`config.mk`:
```
export PLATFORM = sky130hd
export DESIGN_NAME = boot_copy_ahb
export DESIGN_NICKNAME = d
export VERILOG_FILES = /design/src/rtl/boot_copy_ahb.sv
export SDC_FILE = /design/constraint.sdc
export NUM_CORES = 1
export LEC_CHECK = 0
export CORE_AREA = 2 2 101 103
export DETAILED_ROUTE_END_ITERATION = 8
export DIE_AREA = 0 0 103 105
export GPL_ROUTABILITY_DRIVEN = 1
export GPL_TIMING_DRIVEN = 0
export PLACE_DENSITY = 0.77
export SYNTH_ARGS = -nofsm -noshare
export SYNTH_HDL_FRONTEND = slang
export SYNTH_SLANG_ARGS = --single-unit
```
`constraint.sdc`:
```
create_clock -name HCLK -period 3.3 [get_ports HCLK]
set_clock_uncertainty 0.15 [all_clocks]
set_input_delay 0.66 -clock HCLK [delete_from_list [all_inputs] [get_ports HCLK]]
set_output_delay 0.66 -clock HCLK [all_outputs]
set_load 0.01 [all_outputs]
```
`src/rtl/boot_copy_ahb.sv`:
```
// rtl/boot_copy_ahb.sv - AHB-Lite master copying WORDS boot ROM words into RAM.
module boot_copy_ahb #(
    parameter int          PA_BITS  = 32,
    parameter int          XLEN     = 64,
    parameter logic [63:0] SRC_BASE = 64'h1000,
    parameter logic [63:0] DST_BASE = 64'h8000_0000,
    parameter int          WORDS    = 1024
) (
    input  logic               HCLK,
    input  logic               HRESET,
    input  logic               Start,
    output logic               Busy,
    output logic               Done,
    output logic               Error,
    output logic [PA_BITS-1:0] HADDR,
    output logic               HWRITE,
    output logic [1:0]         HTRANS,
    output logic [2:0]         HSIZE,
    output logic [2:0]         HBURST,
    output logic [XLEN-1:0]    HWDATA,
    input  logic [XLEN-1:0]    HRDATA,
    input  logic               HREADY,
    input  logic               HRESP
);
    localparam int CW    = (WORDS > 0) ? $clog2(WORDS + 1) : 1;
    localparam int SHIFT = $clog2(XLEN / 8);
    localparam logic [CW:0] NWORDS = (CW + 1)'(WORDS);

    localparam logic [2:0] S_IDLE    = 3'd0;
    localparam logic [2:0] S_RD_ADDR = 3'd1;
    localparam logic [2:0] S_RD_DATA = 3'd2;
    localparam logic [2:0] S_WR_ADDR = 3'd3;
    localparam logic [2:0] S_WR_DATA = 3'd4;
    localparam logic [2:0] S_DONE    = 3'd5;
    localparam logic [2:0] S_ERROR   = 3'd6;

    localparam logic [1:0] T_IDLE   = 2'b00;
    localparam logic [1:0] T_NONSEQ = 2'b10;

    logic [2:0]      state_q, state_d;
    logic [CW-1:0]   cnt_q, cnt_d;
    logic [XLEN-1:0] d_q, d_d;
    logic [CW:0]     cnt_inc;
    logic            more;

    function automatic logic [PA_BITS-1:0] word_addr(input logic [63:0] base, input logic [CW:0] idx);
        return PA_BITS'(base) + (PA_BITS'(idx) << SHIFT);
    endfunction

    assign cnt_inc = {1'b0, cnt_q} + (CW + 1)'(1);
    assign more    = cnt_inc < NWORDS;

    always_comb begin
        state_d = state_q;
        cnt_d   = cnt_q;
        d_d     = d_q;
        HTRANS  = T_IDLE;
        HWRITE  = 1'b0;
        HADDR   = word_addr(SRC_BASE, {1'b0, cnt_q});
        case (state_q)
            S_IDLE, S_DONE, S_ERROR: begin
                if (Start) begin
                    cnt_d   = '0;
                    state_d = (WORDS == 0) ? S_DONE : S_RD_ADDR;
                end
            end
            S_RD_ADDR: begin
                HTRANS = T_NONSEQ;
                if (HREADY) state_d = S_RD_DATA;
            end
            S_RD_DATA: begin
                if (HREADY) begin
                    if (HRESP) begin
                        state_d = S_ERROR;
                    end else begin
                        d_d     = HRDATA;
                        state_d = S_WR_ADDR;
                    end
                end
            end
            S_WR_ADDR: begin
                HTRANS = T_NONSEQ;
                HWRITE = 1'b1;
                HADDR  = word_addr(DST_BASE, {1'b0, cnt_q});
                if (HREADY) state_d = S_WR_DATA;
            end
            S_WR_DATA: begin
                // The next read address rides on this write data phase; an error response cancels it.
                if (more && !HRESP) begin
                    HTRANS = T_NONSEQ;
                    HADDR  = word_addr(SRC_BASE, cnt_inc);
                end
                if (HREADY) begin
                    if (HRESP) begin
                        state_d = S_ERROR;
                    end else begin
                        cnt_d   = cnt_inc[CW-1:0];
                        state_d = more ? S_RD_DATA : S_DONE;
                    end
                end
            end
            default: state_d = S_IDLE;
        endcase
    end

    always_ff @(posedge HCLK or posedge HRESET) begin
        if (HRESET) begin
            state_q <= S_IDLE;
            cnt_q   <= '0;
            d_q     <= '0;
        end else begin
            state_q <= state_d;
            cnt_q   <= cnt_d;
            d_q     <= d_d;
        end
    end

    assign Busy   = (state_q >= S_RD_ADDR) && (state_q <= S_WR_DATA);
    assign Done   = (state_q == S_DONE);
    assign Error  = (state_q == S_ERROR);
    assign HSIZE  = 3'(SHIFT);
    assign HBURST = 3'b000;
    assign HWDATA = d_q;
endmodule
```
Word level (Yosys, flattened, before mapping)
Cells that the tools add are included.
Word-level totals
  register bits: 78
  output and inout port bits: 108
  word-level logic and storage cells: 51
Cells by class
  add/sub/neg operators: 4
  magnitude comparators: 3
  eq/ne operators: 12
  muxes and demuxes: 18
  bitwise logic cells: 1
  reduce and logical (&&, ||, !) cells: 10
Operators by type and width (number)
  case mux 32 bit (2 select lines): 1
  two-way mux 11 bit: 3
  adder 32 x 14 -> 32 bit, first input constant: 1
  two-way mux 3 bit: 8
  case mux 11 bit (2 select lines): 1
  adder 13 x 15 -> 16 bit, first input constant: 1
  two-way mux 16 bit: 1
  adder 13 x 14 -> 15 bit, first input constant: 1
  case mux 3 bit (5 select lines): 1
  adder 11 x 1 -> 12 bit, second input constant: 1
  < comparator 12 x 11 -> 1 bit, second input constant: 1
  != test 2 bit, second input constant: 6
  == test 3 bit, second input constant: 3
  == test 3 x 2 -> 1 bit, second input constant: 2
  AND reduction 5 bit: 1
  case mux 2 bit (2 select lines): 1
  AND reduction 4 bit: 1
  == test 3 x 1 -> 1 bit, second input constant: 1
  greater-or-equal comparator 3 x 1 -> 1 bit, second input constant: 1
  less-or-equal comparator 3 bit, second input constant: 1
  zero test 3 bit: 1
  AND reduction 3 bit: 1
  OR reduction 3 bit: 1
  logical AND 1 bit: 2
  other kinds (6): 6

Longest topological paths before layout
Gate-level depths: netlist of run 1.
  depth in word-level cells: 6
  depth in mapped cells: 7

Least setup slack after synthesis of run 1
Ideal clock, no wire load.
  kind: in2out
  from: input HRESP
  to: output HADDR[5]
  arrival: 1.903 ns
  required time: 2.490 ns
  path slack: 0.587 ns
  stages: 6
  buffers on the path: 1
  cells stage by stage: nor4b_2 -> nand3_1 -> o22ai_2 -> buf_6 -> nand2_1 -> xnor2_1
Between the ends
  longest elaborated chain between the ends: 4
RTL lines
  start: declaration: line 23  | input logic HRESP
  zero test 1 bit: line 89  | if (more && !HRESP) begin
  logical AND 1 bit: line 89
  two-way mux 16 bit: line 89
  case mux 32 bit (2 select lines): line 60  | case (state_q)
  end: declaration: line 15  | output logic [PA_BITS-1:0] HADDR,
Every way passes these cells.

Final worst setup path of run 1
  from: register cnt_q[10]
  to: output HADDR[4]
Between the ends
  longest elaborated chain between the ends: 5
RTL lines
  start: declaration: line 41  | logic [CW-1:0] cnt_q, cnt_d;
  start signal: assignment: line 113  | cnt_q <= cnt_d;
  adder 11 x 1 -> 12 bit: line 50  | assign cnt_inc = {1'b0, cnt_q} + (CW + 1)'(1);
  < comparator 12 x 11 -> 1 bit: line 51  | assign more = cnt_inc < NWORDS;
  logical AND 1 bit: line 89
  two-way mux 16 bit: line 89
  case mux 32 bit (2 select lines): line 60
Every way passes these cells.

==> results of run 1 <==
through the flow:
stage	worst slack (ns)	power (mW)	hold WS, ns	area [um^2]
2_1_floorplan	0.495	2.51	0.338	3870
3_3_place_gp	-0.777	3.59	0.336	5530
3_5_place_dp	-0.780	3.67	0.341	5560
4_1_cts	0.0286	4.42	0.358	5870
5_1_grt	0.000984	4.66	0.370	5920
6_report	0.124	4.39	0.355	5920
logic make-up after synthesis:
logic type,share of synthesized area (%)
flops,51.6
simple gates,9.40
mux,19.4
buf+inv,8.14
compound gates,7.74
xor+xnor,2.55
fa+ha+maj,0.993
other cells,0.199
worst register-to-register path, cell delays in order, from the launching register on:
cell	delay [ns]
dfrtp_1	0.46
buf_2	0.24
nor2b_1	0.29
nand2_1	0.33
buf_2	0.31
mux2_2	0.30
placed cells by master, fill, tap and decap left out, types with 2 or more instances in the layout:
cell and instances:
a21oi_1 6, a31oi_1 2, a32oi_1 2, and2_1 3
buf_2 7, buf_4 36, buf_6 4, clkbuf_1 4
clkbuf_2 3, clkbuf_8 11, clkdlybuf4s50_1 135, conb_1 26
dfrtp_1 73, dfrtp_2 5, dlygate4sd2_1 11, ha_1 2
inv_1 5, mux2_2 65, nand2_1 24, nand2b_1 6
nand3_1 8, nor2_1 11, nor2b_1 4, nor3_1 4
o21ai_0 22, o31ai_1 4, or3_1 2, or3_4 2
xnor2_1 9
power by group through the flow:
stage	Clock, mW	Combinational [mW]	Sequential [mW]
CTS	0.750	2.09	1.58
detailed placement	0	2.07	1.60
floorplan	0	0.745	1.77
global placement	0	2.02	1.56
finish	0.720	2.09	1.58
global route	0.792	2.24	1.62
synthesized netlist by cell type (5+ instances only):
cell       n  area share [%]
buf_2      9             1.2
clkbuf_1   6            0.60
nand3_1   10             1.3
mux2_2    65              19
a21oi_1    6            0.79
nand2b_1   6            0.99
nand2_1   24             2.4
inv_1      6            0.60
nor2_1    11             1.1
buf_4     26             5.2
o21ai_0   22             2.9
xnor2_1   10             2.3
dfrtp_1   78              52
o31ai_1    5            0.99
sequential cells by signal (all words and copies together) (netlist names):
name / cells
cnt_q: 11
HWDATA: 64
state_q: 3
area by class of cell:
cell class / count / area (um^2)
Buffer: 43 / 299
Clock buffer: 11 / 151
Clock inverter: 3 / 43.8
Fill cell: 812 / 3720
Inverter: 6 / 25.0
Multi-Input combinational cell: 223 / 1700
Sequential cell: 78 / 1960
Tap cell: 133 / 166
Timing Repair Buffer: 160 / 1570
how the worst max path moves through the flow:
stage	start	slack [ns]	to
after floorplan	HRESET	0.49	HWDATA[0]$_DFFE_PP0P_
after global placement	HRESET	-0.78	HWDATA[13]$_DFFE_PP0P_
after detailed placement	HRESP	-0.78	HADDR[5]
after global routing	cnt_q[2]$_DFFE_PP0P_	0.001	HADDR[4]
final	cnt_q[10]$_DFFE_PP0P_	0.12	HADDR[4]
after CTS	cnt_q[2]$_DFFE_PP0P_	0.03	HADDR[13]
per-layer routing:
| layer | GRT usage (%) | up-vias |
|---|---|---|
| li1 | - | 1477 |
| met1 | 22.3 | 1457 |
| met2 | 31.4 | 133 |
| met3 | 3.55 | 17 |
| met4 | 7.24 | 0 |
| met5 | 0 | - |
timing repair:
action,4_1_cts,5_1_grt
buffers inserted,7,3
setup endpoints to repair,13,9
pin swaps,4,5
resized for setup,33,13
==> flow_summary_export.csv, run 1 <==
group,metric,value,unit
synth,syn_area,0.00378,mm^2
die,die_w,103,um
setup_path,cp.depth,7,
die,rows,36,
placed_design,portBuffers,149,
setup_path,cp_slowest_cell,"dfrtp_2",
clock_tree,h-tree-depth,3,
power,power_leakage,2.58,nW
route,drt_first_iter_violations,72,
setup_path,r2r_slack,1.11,ns
min_path,hold_depth,1,
synth,synth_seq_cells,78,
power,p_sw_share,31.2,%
die,initial_core_util,39.2,%
synth,syn_avg_cell_area,11.6,um^2
sta,setup-violations-final,0,
die,die_area,0.0108,mm^2
die,core_area,0.00964,mm^2
synth,yosysWarningCount,0,
synth,synth_edf_count,0,
route,antenna_left,0,
route,vias,3084,
final_layout,area_growth,56.6,%
power,pwr-share-seq,36.0,%
sta,layout_min_cycle_time,3.18,ns
clock_tree,clkLatencyLatePin,0.35,ns
setup_path,setup.worst_path.class,"register to output pin",
clock_tree,ctsHoldBuffers,0,
route,met2RoutedLength,5000,um
grt,grt_antenna_before_repair,0,
synth,syn_inst,326,
grt,grt_pass1_vias,3069,
synth,async_flop_share,100,%
clock_tree,clock-sinks,78,
power,power_density,742,mW/mm^2
sta,hold_viol,0,
setup_path,rr_startpoint,"state_q[1]$_DFFE_PP0P_",
die,fp.dieH,105,um
clock_tree,cts.path.max_buffers,2,
clock_tree,path_clk_slew,0.08,ns
die,io_pins,177,
min_path,hold_path_end,"HWDATA[24]$_DFFE_PP0P_",
run,cap_viol_max_count,0,
final_layout,stdcell_count,657,
final_layout,layout.nets,593,
grt,grt_pass1_wl,15500,um
setup_path,critPathTopFamily,"compound AO/OA/AOI/OAI gates",
sta,fin_setup_tns,0,ns
sta,rsz0062_at_grt,"false",
min_path,hold_path.class,"register to register",
setup_path,crit_chain,"ha_1 -> a32oi_1 -> o31ai_4 -> o22ai_4 -> buf_6 -> mux2_2 -> dlygate4sd2_1",
grt,grt_max_degree,50,
grt,grt_overflow,0,
sta,max_freq,315,MHz
route,wl_met3,718,um
min_path,min-delay-start,"HWDATA[24]$_DFFE_PP0P_",
route,via_per_inst,4.69,
route,met1_length,3930,um
setup_path,path_max_fanout,4,
setup_path,rr_endpoint,"HWDATA[26]$_DFFE_PP0P_",
setup_path,worstPathBufferInverterCount,2,
sta,drv_slew,0,
route,top_layer,"met4",
clock_tree,root_buffer,"clkbuf_8",
sta,min_period_over_period,96.3,%
final_layout,final_util,61.4,%
setup_path,start_kind,"register",
route,drc,0,
synth,ys.flop_type,"dfrtp_1",
setup_path,endpoint_kind,"output pin",
route,dr.pass1.iters,4,
setup_path,crit_path_max_incr_delay,0.42,ns
setup_path,worstPathArrival,2.37,ns
power,pwr-share-clk,16.4,%
outcome,status,"finished clean",
route,routed_wl,9820,um
placed_design,hpwl,7270,um
final_layout,num_antenna_cells,0,
final_layout,drive_gt1_share,28.4,%
grt,track_usage,18.3,%
clock_tree,cts_buffers,9,
power,cell_internal_pwr,3.02,mW
synth,yosysUniqueCellTypes,39,
power,power_frac_comb,47.6,%
placed_design,placed_cells,633,
synth,ys_seq_area_share,51.6,%
route,wl_per_cell,14.9,um
power,p_sw,1.37,mW
clock_tree,cts_tree,"done",
power,irDropWorstVdd,342,uV
setup_path,worstPathRequired,2.49,ns
setup_path,reg2regPathDepth,5,
placed_design,globalplace.congestion,0.835,
Note: power is estimated with default switching activity, not from simulation.
==> run 2, diff against run 1 <==
DONT_BUFFER_PORTS = 1   (was unset)
PLACE_DENSITY = unset   (was 0.77)
==> run 2 against run 1 <==
Final cell count is 24% lower. Global-route usage is 3.3 points lower. Routed wire length is 16% lower. Setup slack better by 0.076 ns. Highest routed layer unchanged. Utilization is 17 points lower. First-iteration DRC count is 13% lower. Combinational power is 58% lower. Non-clock buffer count is 158 lower. Maximum frequency is 2.4% higher. Die area stayed put. Sequential share of layout area is 12 points higher. Via count is 19% lower.
==> flow_summary_export.csv, run 2 (synthesis gave the netlist of run 1 again) <==
group,metric,value,unit
grt,grt_max_degree,64,
final_layout,layout.nets,435,
setup_path,path_max_fanout,10,
sta,drv_slew,0,
final_layout,final_cell_mix,"dfrtp_1 (77), mux2_2 (65), buf_4 (26), conb_1 (26), nand2_1 (24)",
placed_design,portBuffers,0,
final_layout,design_area,0.00432,mm^2
setup_path,start_kind,"register",
final_layout,seqCellArea,0.00195,mm^2
placed_design,pre_cts_slack,0.312,ns
sta,max_freq,323,MHz
final_layout,fill_cells,950,
clock_tree,cts_tree,"done",
setup_path,reg2regPathDepth,5,
sta,hold_viol,0,
setup_path,cp_slowest_cell,"or3_4",
final_layout,num_antenna_cells,0,
setup_path,rr_startpoint,"state_q[1]$_DFFE_PP0P_",
sta,rsz0062_at_grt,"false",
grt,track_usage,15.0,%
setup_path,worstPathRequired,2.49,ns
sta,min_period_over_period,94.0,%
die,die_area,0.0108,mm^2
clock_tree,clock-sinks,78,
final_layout,stdcell_count,501,
die,die_w,103,um
sta,worst_slack,0.199,ns
final_layout,largest_reg_flops,64,
sta,holdWs,0.256,ns
sta,layout_min_cycle_time,3.10,ns
die,core_area,0.00964,mm^2
clock_tree,cts.path.max_buffers,2,
power,irDropWorstVdd,264,uV
final_layout,multi_input_area,0.00167,mm^2
route,drc,0,
die,rows,36,
setup_path,rr_endpoint,"HWDATA[35]$_DFFE_PP0P_",
run,cap_viol_max_count,0,
clock_tree,cts_buffers,9,
power,finalPower,3.43,mW
min_path,hold_path_end,"state_q[0]$_DFFE_PP0P_",
min_path,hold_path.class,"input pin to register",
route,wl_per_cell,16.5,um
setup_path,crit_chain,"buf_2 -> nand4_1 -> or3_4 -> o22ai_4 -> buf_6 -> nand2_1 -> xnor2_1",
die,fp.dieH,105,um
setup_path,worstPathArrival,2.29,ns
power,power_leakage,1.91,nW
route,antenna_left,0,
power,power_density,794,mW/mm^2
grt,grt_pass1_vias,2467,
route,routed_wl,8280,um
setup_path,setup.worst_path.class,"register to output pin",
final_layout,final_common_cell,"dfrtp_1",
setup_path,crit_path_max_incr_delay,0.43,ns
min_path,min-delay-start,"HRESP",
grt,grt_pass1_wl,12500,um
route,drt_first_iter_violations,63,
placed_design,globalplace.congestion,0.824,
final_layout,drive_gt1_share,35.6,%
grt,grt_overflow,0,
route,dr.pass1.iters,4,
final_layout,area_growth,14.3,%
clock_tree,path_clk_slew,0.09,ns
outcome,status,"finished clean",
min_path,hold_depth,1,
placed_design,placed_cells,484,
placed_design,hpwl,6100,um
die,initial_core_util,39.2,%
clock_tree,root_buffer,"clkbuf_8",
die,io_pins,177,
route,via_per_inst,4.97,
setup_path,endpoint_kind,"output pin",
grt,grt_antenna_before_repair,0,
clock_tree,clkLatencyLatePin,0.35,ns
sta,setup-violations-final,0,
setup_path,r2r_slack,1.09,ns
clock_tree,h-tree-depth,3,
route,vias,2489,
placed_design,place_area,0.00407,mm^2
run 2: cell count changes in the layout (fill, tap and decap cells not counted), sizes merged, moves of 3 or more:
cell / before / now
clkdlybuf4s50: 135 / 0
buf: 48 / 38
inv: 7 / 10
dlygate4sd2: 11 / 0
clkinvlp: 0 / 3
clkbuf: 19 / 15
run 2: worst max path at each step:
stage | startpoint | end | slack [ns] | cells past startpoint
6_report | cnt_q[2]$_DFFE_PP0P_ | HADDR[9] | 0.20 | 7
3_5_place_dp | cnt_q[1]$_DFFE_PP0P_ | HADDR[5] | 0.31 | 7
4_1_cts | cnt_q[1]$_DFFE_PP0P_ | HADDR[5] | 0.04 | 7
3_3_place_gp | HRESET | HWDATA[3]$_DFFE_PP0P_ | -0.33 | 1
5_1_grt | cnt_q[2]$_DFFE_PP0P_ | HADDR[13] | 0.03 | 7
2_1_floorplan | HRESET | HWDATA[0]$_DFFE_PP0P_ | 0.49 | 1
run 2: repair_timing:
action,CTS,global route
hold endpoints to repair,15,0
hold buffers,1,0
buffers inserted,0,0
resized for setup,4,7
endpoints found under the setup margin,6,9
pin swaps,0,0
run 2: critical path: cells and delay by family, from the launching register on:
family	cells	cell delay [ns]
simple gates	3	0.71
buf+inv	2	0.39
flops	1	0.33
xor+xnor	1	0.27
compound gates	1	0.25
run 2: power breakdown:
group	switching [mW]	internal (mW)
clock	0.400	0.289
combinational	0.407	0.481
sequential	0.484	1.37
run 2: layer usage:
layer	up-vias	global-route usage (%)	share of wire [%]
li1	1155	-	-
met1	1203	17.9	39
met2	119	24.5	49
met3	12	4.88	10
met4	0	6.02	1.3
met5	-	0	0
run 2: stage by stage:
step           util (%)  setup TNS, ns
2_1_floorplan         -              0
3_3_place_gp       41.9         -25.35
5_1_grt            44.8              0
6_report           44.8              0
3_5_place_dp       42.2              0
4_1_cts            44.5              0
run 2: cell type report:
class	count	share of cell area, %
sequential	78	45.2
multi-input combinational	223	38.5
buffer	43	6.63
tap	133	3.85
clock buffer	9	2.87
clock inverter	7	1.45
timing repair buffer	2	0.869
inverter	6	0.579
==> run 3, diff against run 2 <==
HOLD_SLACK_MARGIN = 0.12   (was unset)
==> results of run 3 <==
Final layout, timing and power as in run 2 (identical DEF).
